## src/rtl/lcd_bus_decoder.sv

```systemverilog
// Receiving end of an HD44780-style character-LCD bus: synchronises the bus, decodes
// each write latched on the falling edge of lcd_e, shadows controller state and mirrors visible characters.
module lcd_bus_decoder #(
  parameter int         SYNC_STAGES = 2,
  parameter logic [7:0] CLEAR_CHAR  = 8'h20
) (
  input  logic       clk,
  input  logic       rst,
  input  logic       lcd_e,
  input  logic       lcd_rs,
  input  logic       lcd_rw,
  input  logic [7:0] lcd_data,
  output logic       wr_en,
  output logic [4:0] wr_addr,
  output logic [7:0] wr_char,
  output logic       cmd_valid,
  output logic [7:0] cmd_code,
  output logic [6:0] cursor_addr,
  output logic       disp_on,
  output logic       cursor_on,
  output logic       blink_on,
  output logic       entry_inc,
  output logic       busy,
  output logic       overrun
);

  typedef enum logic {S_IDLE, S_CLEAR} state_t;

  state_t      r_state;
  logic [10:0] r_sync [SYNC_STAGES];
  logic        r_e_prev;
  logic        r_fall;
  logic        r_rs_cap;
  logic        r_rw_cap;
  logic [7:0]  r_data_cap;
  logic        r_cgram;

  logic [10:0] w_bus_in;
  logic [10:0] w_sync;
  logic        w_in_window;
  logic [4:0]  w_win_addr;

  assign w_bus_in = {lcd_e, lcd_rs, lcd_rw, lcd_data};
  assign w_sync   = r_sync[SYNC_STAGES-1];

  // Visible window is 0x00-0x0F (line 0) and 0x40-0x4F (line 1); bit 6 picks the line.
  assign w_in_window = (cursor_addr[5:4] == 2'b00);
  assign w_win_addr  = {cursor_addr[6], cursor_addr[3:0]};

  // Next legal DDRAM address on the 2-line map; off-map addresses snap to the next legal one.
  function automatic logic [6:0] f_step(input logic [6:0] a, input logic up);
    if (up) begin
      if (a >= 7'h67) return 7'h00;
      if (a >= 7'h27 && a <= 7'h3F) return 7'h40;
      return a + 7'd1;
    end
    if (a == 7'h00 || a >= 7'h68) return 7'h67;
    if (a >= 7'h28 && a <= 7'h40) return 7'h27;
    return a - 7'd1;
  endfunction

  // NOTE: the sync chain is reset to zero so that lcd_e idling high after reset reads as a
  // rising edge, never a phantom fall; every bus bit shares the same chain depth.
  always_ff @(posedge clk) begin
    if (rst) begin
      for (int i = 0; i < SYNC_STAGES; i++) r_sync[i] <= '0;
      r_e_prev   <= 1'b0;
      r_fall     <= 1'b0;
      r_rs_cap   <= 1'b0;
      r_rw_cap   <= 1'b0;
      r_data_cap <= '0;
    end else begin
      r_sync[0] <= w_bus_in;
      for (int i = 1; i < SYNC_STAGES; i++) r_sync[i] <= r_sync[i-1];
      r_e_prev   <= w_sync[10];
      r_fall     <= r_e_prev & ~w_sync[10];
      r_rs_cap   <= w_sync[9];
      r_rw_cap   <= w_sync[8];
      r_data_cap <= w_sync[7:0];
    end
  end

  // NOTE: all state and outputs use non-blocking assignments, so every branch below reads
  // the pre-edge values of cursor_addr, wr_addr and entry_inc.
  always_ff @(posedge clk) begin
    if (rst) begin
      r_state     <= S_IDLE;
      r_cgram     <= 1'b0;
      wr_en       <= 1'b0;
      wr_addr     <= '0;
      wr_char     <= '0;
      cmd_valid   <= 1'b0;
      cmd_code    <= '0;
      cursor_addr <= '0;
      disp_on     <= 1'b0;
      cursor_on   <= 1'b0;
      blink_on    <= 1'b0;
      entry_inc   <= 1'b1;
      busy        <= 1'b0;
      overrun     <= 1'b0;
    end else begin
      wr_en     <= 1'b0;
      cmd_valid <= 1'b0;
      case (r_state)
        S_IDLE: begin
          if (r_fall && !r_rw_cap) begin
            if (!r_rs_cap) begin
              cmd_valid <= 1'b1;
              cmd_code  <= r_data_cap;
              priority casez (r_data_cap)
                8'b1???????: begin
                  cursor_addr <= r_data_cap[6:0];
                  r_cgram     <= 1'b0;
                end
                8'b01??????: r_cgram <= 1'b1;
                8'b001?????: begin end
                8'b0001????: begin
                  if (!r_data_cap[3]) cursor_addr <= f_step(cursor_addr, r_data_cap[2]);
                end
                8'b00001???: begin
                  disp_on   <= r_data_cap[2];
                  cursor_on <= r_data_cap[1];
                  blink_on  <= r_data_cap[0];
                end
                8'b000001??: entry_inc <= r_data_cap[1];
                8'b0000001?: cursor_addr <= '0;
                8'b00000001: begin
                  r_state <= S_CLEAR;
                  busy    <= 1'b1;
                  wr_en   <= 1'b1;
                  wr_addr <= '0;
                  wr_char <= CLEAR_CHAR;
                end
                default: begin end
              endcase
            end else if (!r_cgram) begin
              if (w_in_window) begin
                wr_en   <= 1'b1;
                wr_addr <= w_win_addr;
                wr_char <= r_data_cap;
              end
              cursor_addr <= f_step(cursor_addr, entry_inc);
            end
          end
        end
        S_CLEAR: begin
          if (r_fall && !r_rw_cap) overrun <= 1'b1;
          // wr_addr doubles as the sweep counter; cell 31 was written on the previous edge.
          if (wr_addr == 5'd31) begin
            r_state     <= S_IDLE;
            busy        <= 1'b0;
            cursor_addr <= '0;
            entry_inc   <= 1'b1;
            r_cgram     <= 1'b0;
          end else begin
            wr_en   <= 1'b1;
            wr_addr <= wr_addr + 5'd1;
          end
        end
        default: r_state <= S_IDLE;
      endcase
    end
  end

endmodule

```

## config.mk

```make
export PLATFORM = sky130hd
export DESIGN_NAME = lcd_bus_decoder
export DESIGN_NICKNAME = d
export VERILOG_FILES = /design/src/rtl/lcd_bus_decoder.sv
export SDC_FILE = /design/constraint.sdc
export NUM_CORES = 1
export LEC_CHECK = 0
export CORE_ASPECT_RATIO = 0.7
export CORE_MARGIN = 5
export CORE_UTILIZATION = 55
export DETAILED_ROUTE_END_ITERATION = 10
export PLACE_DENSITY = 0.8
export SLEW_MARGIN = 30
export SYNTH_ARGS = -nofsm -noshare
export SYNTH_HDL_FRONTEND = slang
export SYNTH_SLANG_ARGS = --single-unit
```

## constraint.sdc

```tcl
create_clock -name clk -period 6.1 [get_ports clk]
set_input_delay 0.915 -clock clk [delete_from_list [all_inputs] [get_ports clk]]
set_output_delay 0.915 -clock clk [all_outputs]
set_load 0.005 [all_outputs]
```

==> impl_metrics.tcl, run 1 <==
set metrics [dict create \
    outcome "complete, no violations" \
    grt_overflow 0 \
    slew_headroom 0.5073 \
    async_flop_share 0 \
    layout_common_cells "72 x dfxtp_1, 47 x clkdlybuf4s50_1, 41 x nand2_1, 41 x nor2b_1, 33 x a21oi_1" \
    place_inst 474 \
    postRouteAntennaNets 0 \
    insertion_delay_ps 360 \
    max_freq_mhz 381.7 \
    core_sq_um 5669 \
    p_switching_mw 0.2332 \
    synth.avg_cell_area_sq_um 8.473 \
    comb_power_share 0.040 \
    hold_slack_ps 416.0 \
    fin_crit_sh 0.4295 \
    hold_buffers 0 \
    clk_pin_slew_ps 90 \
    grt_max_degree 74 \
    seq_area_sq_um 1441 \
    min_period_ps 2620 \
    start_util 0.5635 \
    hold_viol 0 \
    routed_via_density 5.814 \
    p_leak_nw 1.363 \
    die-width_um 101.1 \
    antenna_found_initial 0 \
    synth-edff-count 0 \
    hold_class "reg -> reg" \
    clockPowerShare 0.414 \
    synth-seq-cells 72 \
    max_slew.worst_pin.slew_ps 738.0 \
    cts_htree_levels 3 \
    vias 2849 \
    gp_congestion 0.9620 \
    critical-path-max-stage-delay_ps 730 \
    ys.flop_type "dfxtp_1" \
    finalSetupViolations 0 \
    power.ir.vdd_worst_v 0.0001541 \
    endpoint_kind "output pin" \
    drt_iter0_drc 221 \
    yosysWarnings 0 \
    critPathBufInv 1 \
    tns_ps 0 \
    num-nets-final 428 \
    p_per_area_nw_per_um2 230.4 \
    post-route-util 0.6809 \
    start_kind "flop" \
    postCtsResizedCells 0 \
    swShare 0.2622 \
    root_buffer "clkbuf_8" \
    p_seq_frac 0.546 \
    drc_errors 0 \
    yosysUniqueCellTypes 58 \
    post_cts_buffers 0 \
    finClkSkew_ps 8.024 \
    grt_setup_unrepaired "false" \
    crit_family "flip-flops" \
    clk_path_buf_depth 2 \
    path_max_fanout 15 \
    crit_chain "clkdlybuf4s50_1" \
    grt_pass1_vias 2641 \
    rows 23 \
    slew_violations 0 \
    synth_fp_nets 395 \
    n_antenna_cell 0 \
    synth-seq-area-share 0.4512 \
    io_buffers 48 \
    cts_sinks 72 \
    multi_input_area_sq_um 1613 \
    dieHeight_um 73.76 \
    grt_pass1_wl_mm 12.73 \
    pin_count 49 \
    crit_required_ps 5180 \
    nFillCells 478 \
    area_growth_pct 20.84 \
    fin_cells 490 \
    slowest_stage "dfxtp_1" \
    mostFrequentLayoutCell "dfxtp_1" \
    crit_arrival_ps 1710 \
    routed_wl_mm 7.667 \
    criticalPathCategory "reg -> out" \
    detail_route.wl_per_cell_um 15.65 \
    numCtsBuffers 9 \
    tritoncts "yes" \
    grtUsageTotal 0.2190 \
    dr.pass1.iters 5 \
    netlist_area_sq_um 3194 \
    hpwl_mm 5.318 \
    layout-drive-gt1-share 0.06024 \
    internal-power_mw 0.6562 \
    netlist_instances 377 \
    die_area_sq_um 7456 \
    drv_cap 0 \
]
==> layout make-up <==
class                           count  area share
Timing Repair Buffer               49      0.1251
Clock buffer                        9     0.03209
Inverter                            9    0.008752
Sequential cell                    72      0.3734
Clock inverter                      7     0.01848
Multi-Input combinational cell    269      0.4178
Tap cell                           75     0.02431
==> power groups by stage <==
stage	sequential [mW]	clock, mW	combinational [mW]
3_5_place_dp	0.497	0	0.0357
3_3_place_gp	0.496	0	0.0350
2_1_floorplan	0.493	0	0.0252
6_report	0.486	0.368	0.0358
4_1_cts	0.485	0.378	0.0357
5_1_grt	0.487	0.402	0.0395
==> cell usage after synthesis (all sizes together), types with 5 or more instances <==
cell | instances | area share
clkbuf | 22 | 0.026
a22oi | 7 | 0.016
nor2b | 41 | 0.080
inv | 9 | 0.011
nor2 | 27 | 0.032
nand4 | 7 | 0.014
nand2 | 41 | 0.048
buf | 5 | 0.0074
ha | 5 | 0.020
o211ai | 5 | 0.012
o21ai | 9 | 0.015
nand3 | 17 | 0.027
dfxtp | 72 | 0.45
nor3 | 11 | 0.019
a21oi | 33 | 0.052
==> per-layer routing <==
layer / routed length, um / GRT usage / part of all wire
met2: 3318 / 0.3152 / 0.43
met5: 0 / 0 / 0
met3: 783 / 0.08349 / 0.10
met1: 3424 / 0.2955 / 0.45
met4: 141 / 0.08702 / 0.018
==> logic make-up (layout without fill, tap and decap cells) <==
kind of cell / count (synthesis) / after routing / synth area share
mux: 3 / 3 / 0.01018
fa+ha+maj: 5 / 5 / 0.01958
buf+inv: 36 / 74 / 0.04387
compound gates: 86 / 86 / 0.1778
flops: 72 / 72 / 0.4512
xor+xnor: 2 / 2 / 0.005485
simple gates: 173 / 173 / 0.2918
==> sequential cells by signal, summed over array words and instances (netlist names) <==
register     cells
r_rs_cap         1
cursor_addr      7
r_e_prev         1
blink_on         1
cmd_code         8
r_data_cap       8
wr_addr          5
r_state          1
overrun          1
disp_on          1
cmd_valid        1
wr_char          8
r_cgram          1
r_rw_cap         1
r_fall           1
r_sync          22
entry_inc        1
wr_en            1
cursor_on        1
busy             1
==> worst paths after layout <==
kind / start / endpoint / slack, ps / cells after the start
max: cursor_addr[3]$_SDFFE_PP0P_ / cursor_addr[3] / 3480 / 1
min: r_sync[0][21]$_SDFF_PP0_ / r_fall$_SDFF_PP0_ / 420 / 1
max reg2reg: wr_addr[0]$_SDFFE_PP0P_ / cursor_addr[1]$_SDFFE_PP0P_ / 3500 / 8
min reg2reg: r_sync[0][21]$_SDFF_PP0_ / r_fall$_SDFF_PP0_ / 420 / 1
==> stage by stage <==
stage | setup slack (ps) | power [mW] | area, sq um
3_5_place_dp | 3555 | 0.5322 | 3665
3_3_place_gp | 3607 | 0.5313 | 3665
2_1_floorplan | 3784 | 0.5178 | 3194
4_1_cts | 3479 | 0.8992 | 3860
6_report | 3480 | 0.8894 | 3860
5_1_grt | 3294 | 0.9282 | 3860
(Power assumes the default switching activity.)
==> run 2: changes to the inputs <==
--- a/config.mk
+++ b/config.mk
@@ -7,9 +7,9 @@
 export LEC_CHECK = 0
 export CORE_ASPECT_RATIO = 0.7
 export CORE_MARGIN = 5
-export CORE_UTILIZATION = 55
+export CORE_UTILIZATION = 48
 export DETAILED_ROUTE_END_ITERATION = 10
-export PLACE_DENSITY = 0.8
+export PLACE_DENSITY = 0.74
 export SLEW_MARGIN = 30
 export SYNTH_ARGS = -nofsm -noshare
 export SYNTH_HDL_FRONTEND = slang
==> constraint.sdc (replaced) <==
create_clock -name clk -period 2.3 [get_ports clk]
set_input_delay 0.345 -clock clk [delete_from_list [all_inputs] [get_ports clk]]
set_output_delay 0.345 -clock clk [all_outputs]
set_load 0.005 [all_outputs]
==> run 2 against run 1 <==
Clock skew grew 0.69 ps. Clock-buffer cell count is the same. Flip-flop and latch count is the same. Clock power grew to 2.5 times the previous value. Design area grew 4.8%. Critical path depth grew 7. Sequential share of layout area shrank 1.6 points. Register-to-register slack lost 3400 ps. Global-route usage shrank 2.8 points. Hold slack gained 13 ps. Critical path type is now reg -> reg. Largest power group unchanged.
==> impl_metrics.tcl, run 2 (synthesis gave the netlist of run 1 again) <==
set metrics [dict create \
    routed_wl_mm 7.776 \
    grt_max_degree 40 \
    internal-power_mw 1.734 \
    crit_arrival_ps 2520 \
    area_growth_pct 26.64 \
    fin_crit_sh 0.9707 \
    dieHeight_um 78.25 \
    vias 2952 \
    dr.pass1.iters 5 \
    hpwl_mm 5.516 \
    clockPowerShare 0.400 \
    crit_chain "ha_2 -> and3_1 -> ha_1 -> nand2_2 -> a21boi_4 -> or3_1 -> or4_1 -> o211ai_1" \
    grt_pass1_wl_mm 12.83 \
    max_slew.worst_pin.slew_ps 649.3 \
    slew_violations 0 \
    hold_viol 0 \
    hold_buffers 0 \
    post_cts_buffers 0 \
    pin_count 49 \
    start_kind "flop" \
    drc_errors 0 \
    grt_pass1_vias 2638 \
    clk_pin_slew_ps 90 \
    numCtsBuffers 9 \
    core_sq_um 6336 \
    grtUsageTotal 0.1914 \
    start_util 0.5041 \
    die_area_sq_um 8412 \
    max_freq_mhz 447.9 \
    mostFrequentLayoutCell "dfxtp_1" \
    path_max_fanout 3 \
    n_antenna_cell 0 \
    layout-drive-gt1-share 0.1129 \
    routed_via_density 5.623 \
    wirelength_met1_mm 3.477 \
    num-nets-final 447 \
    largest_register "r_sync" \
    root_buffer "clkbuf_8" \
    post-route-util 0.6384 \
    antenna_found_initial 0 \
    finalSetupViolations 0 \
    io_buffers 48 \
    swShare 0.2522 \
    cts_htree_levels 3 \
    die-width_um 107.5 \
    layout_common_cells "70 x dfxtp_1, 47 x clkdlybuf4s50_1, 41 x nor2b_1" \
    cts_sinks 72 \
    p_leak_nw 1.468 \
    postRouteAntennaNets 0 \
    nFillCells 553 \
    power.ir.vdd_worst_v 0.0004303 \
    hold_class "reg -> reg" \
    finClkSkew_ps 8.714 \
    drt_iter0_drc 274 \
    endpoint_kind "flop" \
    crit_required_ps 2590 \
    insertion_delay_ps 360 \
    slowest_stage "or4_1" \
    criticalPathCategory "reg -> reg" \
    largest_register_ffs 22 \
    min_period_ps 2233 \
    drv_cap 0 \
    highest-signal-layer "met4" \
    outcome "complete, no violations" \
    totalPowerFinal_mw 2.318 \
    clk_path_buf_depth 2 \
    multi_input_area_sq_um 1629 \
    grt_overflow 0 \
    comb_power_share 0.047 \
    rows 24 \
    slew_headroom 0.5671 \
    wl_met3_um 797 \
    p_per_area_nw_per_um2 573.1 \
    seq_area_sq_um 1444 \
    p_seq_frac 0.553 \
    crit_family "simple AND/OR/NAND/NOR gates" \
    tritoncts "yes" \
    detail_route.wl_per_cell_um 14.81 \
    critPathBufInv 0 \
    dr_wl_met2_mm 3.387 \
    gp_congestion 0.9244 \
    p_switching_mw 0.5848 \
    critical-path-max-stage-delay_ps 480 \
]
-- run 2: changes by cell type in the layout (fill, tap and decap cells not counted), moves of 2 or more --
cell      before  now
inv_6          4    2
clkinv_4       1    3
dfxtp_2        0    2
buf_4          1   19
dfxtp_1       72   70
-- run 2: what timing repair did --
action,in CTS,in global routing
resized for setup,0,6
hold endpoints to repair,0,0
endpoints found under the setup margin,0,2
-- run 2: stage by stage --
step	cells	TNS, ps	hold slack (ps)	instance area (sq um)	setup slack, ps
6_report	525	0	429.3	4045	67.48
5_1_grt	525	-13.30	450.7	4045	-13.30
4_1_cts	525	0	426.3	4028	60.08
3_5_place_dp	509	0	404.7	3841	90.40
3_3_place_gp	509	0	406.5	3841	126.9
2_1_floorplan	377	0	389.6	3196	6.328
-- run 2: worst paths after layout --
kind / from / end / slack, ps / cells past startpoint
max reg2reg: wr_addr[1]$_SDFFE_PP0P_ / cursor_addr[1]$_SDFFE_PP0P_ / 70 / 8
min: r_sync[0][21]$_SDFF_PP0_ / r_fall$_SDFF_PP0_ / 430 / 1
min reg2reg: r_sync[0][21]$_SDFF_PP0_ / r_fall$_SDFF_PP0_ / 430 / 1
max: wr_addr[1]$_SDFFE_PP0P_ / cursor_addr[1]$_SDFFE_PP0P_ / 70 / 8
-- run 2: worst register-to-register path: stages, from the launching register on --
cell and delay [ps]:
dfxtp_1 340, ha_2 200, and3_1 160, ha_1 180
nand2_2 90, a21boi_4 170, or3_1 390, or4_1 480
o211ai_1 160
-- run 2: routing by layer --
layer	global-route usage	up-vias
met5	0	-
met4	0.06810	0
met3	0.07049	14
met2	0.2847	147
met1	0.2557	1355
li1	-	1436
-- run 2: final cells by class --
cell class	instances	share of cell area
Multi-Input combinational cell	269	0.4027
Sequential cell	72	0.3569
Timing Repair Buffer	68	0.1577
Clock buffer	9	0.03062
Tap cell	91	0.02815
Clock inverter	7	0.01547
Inverter	9	0.008351
-- run 2: power groups by stage --
| stage | combinational [mW] | sequential (mW) | clock, mW |
|---|---|---|---|
| finish | 0.109 | 1.28 | 0.927 |
| global route | 0.119 | 1.29 | 1.01 |
| CTS | 0.108 | 1.28 | 0.944 |
| detailed placement | 0.108 | 1.31 | 0 |
| global placement | 0.106 | 1.31 | 0 |
| floorplan | 0.0669 | 1.31 | 0 |
==> run 3: changes to the inputs <==
--- a/config.mk
+++ b/config.mk
@@ -7,9 +7,10 @@
 export LEC_CHECK = 0
 export CORE_ASPECT_RATIO = 0.7
 export CORE_MARGIN = 5
-export CORE_UTILIZATION = 48
+export CORE_UTILIZATION = 55
 export DETAILED_ROUTE_END_ITERATION = 10
-export PLACE_DENSITY = 0.74
+export HOLD_SLACK_MARGIN = 0.08
+export PLACE_DENSITY = 0.8
 export SLEW_MARGIN = 30
 export SYNTH_ARGS = -nofsm -noshare
 export SYNTH_HDL_FRONTEND = slang
==> constraint.sdc (replaced) <==
create_clock -name clk -period 2.6 [get_ports clk]
set_input_delay 0.39 -clock clk [delete_from_list [all_inputs] [get_ports clk]]
set_output_delay 0.39 -clock clk [all_outputs]
set_load 0.005 [all_outputs]
==> run 3 against run 2 <==
Wire length grew 4.9%. Core utilization grew 5.9 points. Flip-flop and latch count is the same. Register-to-register slack gained 170 ps. Global-route usage grew 3.8 points. Critical path type unchanged. Highest routed layer unchanged.
==> impl_metrics.tcl, run 3 (synthesis gave the netlist of run 1 again) <==
set metrics [dict create \
    outcome "complete, no violations" \
    reg2reg_to "cursor_addr[1]$_SDFFE_PP0P_" \
    fin_ws_ps 234.3 \
    slew_violations 0 \
    rows 23 \
    reg2reg_setup_slack_ps 230 \
    detail_route.wl_per_cell_um 16.25 \
    cts_sinks 72 \
    cts_htree_levels 3 \
    postRouteAntennaNets 0 \
    start_util 0.5635 \
    largest_register "r_sync" \
    hold_viol 0 \
    start_kind "flop" \
    crit_end "cursor_addr[1]$_SDFFE_PP0P_" \
    max_freq_mhz 422.7 \
    hold_buffers 0 \
    core_sq_um 5669 \
    critical-path-max-stage-delay_ps 470 \
    drt_iter0_drc 466 \
    dr.pass1.iters 5 \
    mostFrequentLayoutCell "dfxtp_1" \
    n_antenna_cell 0 \
    r2r_cells 8 \
    tns_ps 0 \
    cp.depth 8 \
    hold_class "reg -> reg" \
    numCtsBuffers 9 \
    drv_cap 0 \
    grt_pass1_vias 2709 \
    dieHeight_um 73.76 \
    die_area_sq_um 7456 \
    fin_crit_sh 0.9099 \
    area_growth_pct 23.85 \
    p_per_area_nw_per_um2 528.5 \
    rr_startpoint "wr_addr[0]$_SDFFE_PP0P_" \
    clk_pin_slew_ps 80 \
    power.ir.vdd_worst_v 0.0004269 \
    routed_wl_mm 8.158 \
    io_buffers 48 \
    nFillCells 443 \
    slowest_stage "or4_1" \
    drc_errors 0 \
    vias 2974 \
    pin_count 49 \
    place_inst 487 \
    slew_headroom 0.5835 \
    finClkSkew_ps 6.112 \
    grt_setup_unrepaired "false" \
    critPathBufInv 0 \
    antenna_found_initial 0 \
    tritoncts "yes" \
    layout_common_cells "72 x dfxtp_1, 47 x clkdlybuf4s50_1, 41 x nand2_1, 41 x nor2b_1, 33 x a21oi_1" \
    crit_chain "ha_1 -> and3_1 -> ha_1 -> nand2_1 -> a21boi_1 -> or3_1 -> or4_1 -> o211ai_1" \
    grtUsageTotal 0.2296 \
    fin_cells 502 \
    path_max_fanout 5 \
    crit_arrival_ps 2650 \
    grt_max_degree 55 \
    grt_pass1_wl_mm 13.19 \
    hold_slack_ps 419.8 \
    endpoint_kind "flop" \
    insertion_delay_ps 350 \
    cp-startpoint "wr_addr[0]$_SDFFE_PP0P_" \
    criticalPathCategory "reg -> reg" \
    max_slew.worst_pin.slew_ps 622.5 \
    postCtsResizedCells 0 \
    crit_required_ps 2880 \
    critPathMostFrequentCell "ha_1" \
    routed_via_density 5.924 \
    min_period_ps 2366 \
    hpwl_mm 5.807 \
    totalPowerFinal_mw 2.091 \
    p_leak_nw 1.417 \
    gp_congestion 0.9131 \
    pre_cts_ws_ps 253.9 \
    finalSetupViolations 0 \
    grt_overflow 0 \
    layout-drive-gt1-share 0.08665 \
    post_cts_buffers 0 \
    crit_family "simple AND/OR/NAND/NOR gates" \
    die-width_um 101.1 \
    largest_register_ffs 22 \
    num-nets-final 441 \
    root_buffer "clkbuf_8" \
    clk_path_buf_depth 2 \
]
run 3: worst min path at each step:
stage,endpoint,depth (start not counted),start
2_1_floorplan,r_fall$_SDFF_PP0_,1,r_sync[0][21]$_SDFF_PP0_
3_3_place_gp,r_fall$_SDFF_PP0_,1,r_sync[0][21]$_SDFF_PP0_
3_5_place_dp,r_fall$_SDFF_PP0_,1,r_sync[0][21]$_SDFF_PP0_
4_1_cts,r_fall$_SDFF_PP0_,1,r_sync[0][21]$_SDFF_PP0_
5_1_grt,r_fall$_SDFF_PP0_,1,r_sync[0][21]$_SDFF_PP0_
6_report,r_fall$_SDFF_PP0_,1,r_sync[0][21]$_SDFF_PP0_
run 3: per-layer routing:
metal	wire length [um]	track usage	up-vias	share of wire
li1	-	-	1417	-
met1	3616	0.3092	1382	0.44
met2	3512	0.3312	157	0.43
met3	886	0.09298	18	0.11
met4	142	0.08407	0	0.017
met5	0	0	-	0
run 3: report_power, final:
group	switching, mW	total, mW	internal, mW
Sequential	0.0107	1.13	1.12
Combinational	0.0515	0.0960	0.0445
Clock	0.419	0.860	0.441
Total	0.481	2.09	1.61
run 3: worst register-to-register path, cell delays in order (launching register included):
cell,delay [ps]
dfxtp_1,410
ha_1,210
and3_1,170
ha_1,210
nand2_1,110
a21boi_1,150
or3_1,400
or4_1,470
o211ai_1,160
run 3: per-stage QoR:
stage | util | cell area, sq um
final | 0.6979 | 3956
after global routing | 0.6979 | 3956
after CTS | 0.6979 | 3956
after detailed placement | 0.6637 | 3762
after global placement | 0.6637 | 3762
after floorplan | - | 3194
run 3: area by class of cell:
cell class / instances / area, sq um / share of cell area
Clock buffer: 9 / 123.9 / 0.03131
Clock inverter: 6 / 70.07 / 0.01771
Inverter: 9 / 33.78 / 0.008539
Multi-Input combinational cell: 269 / 1613 / 0.4077
Sequential cell: 72 / 1441 / 0.3643
Tap cell: 75 / 93.84 / 0.02372
Timing Repair Buffer: 62 / 580.6 / 0.1467
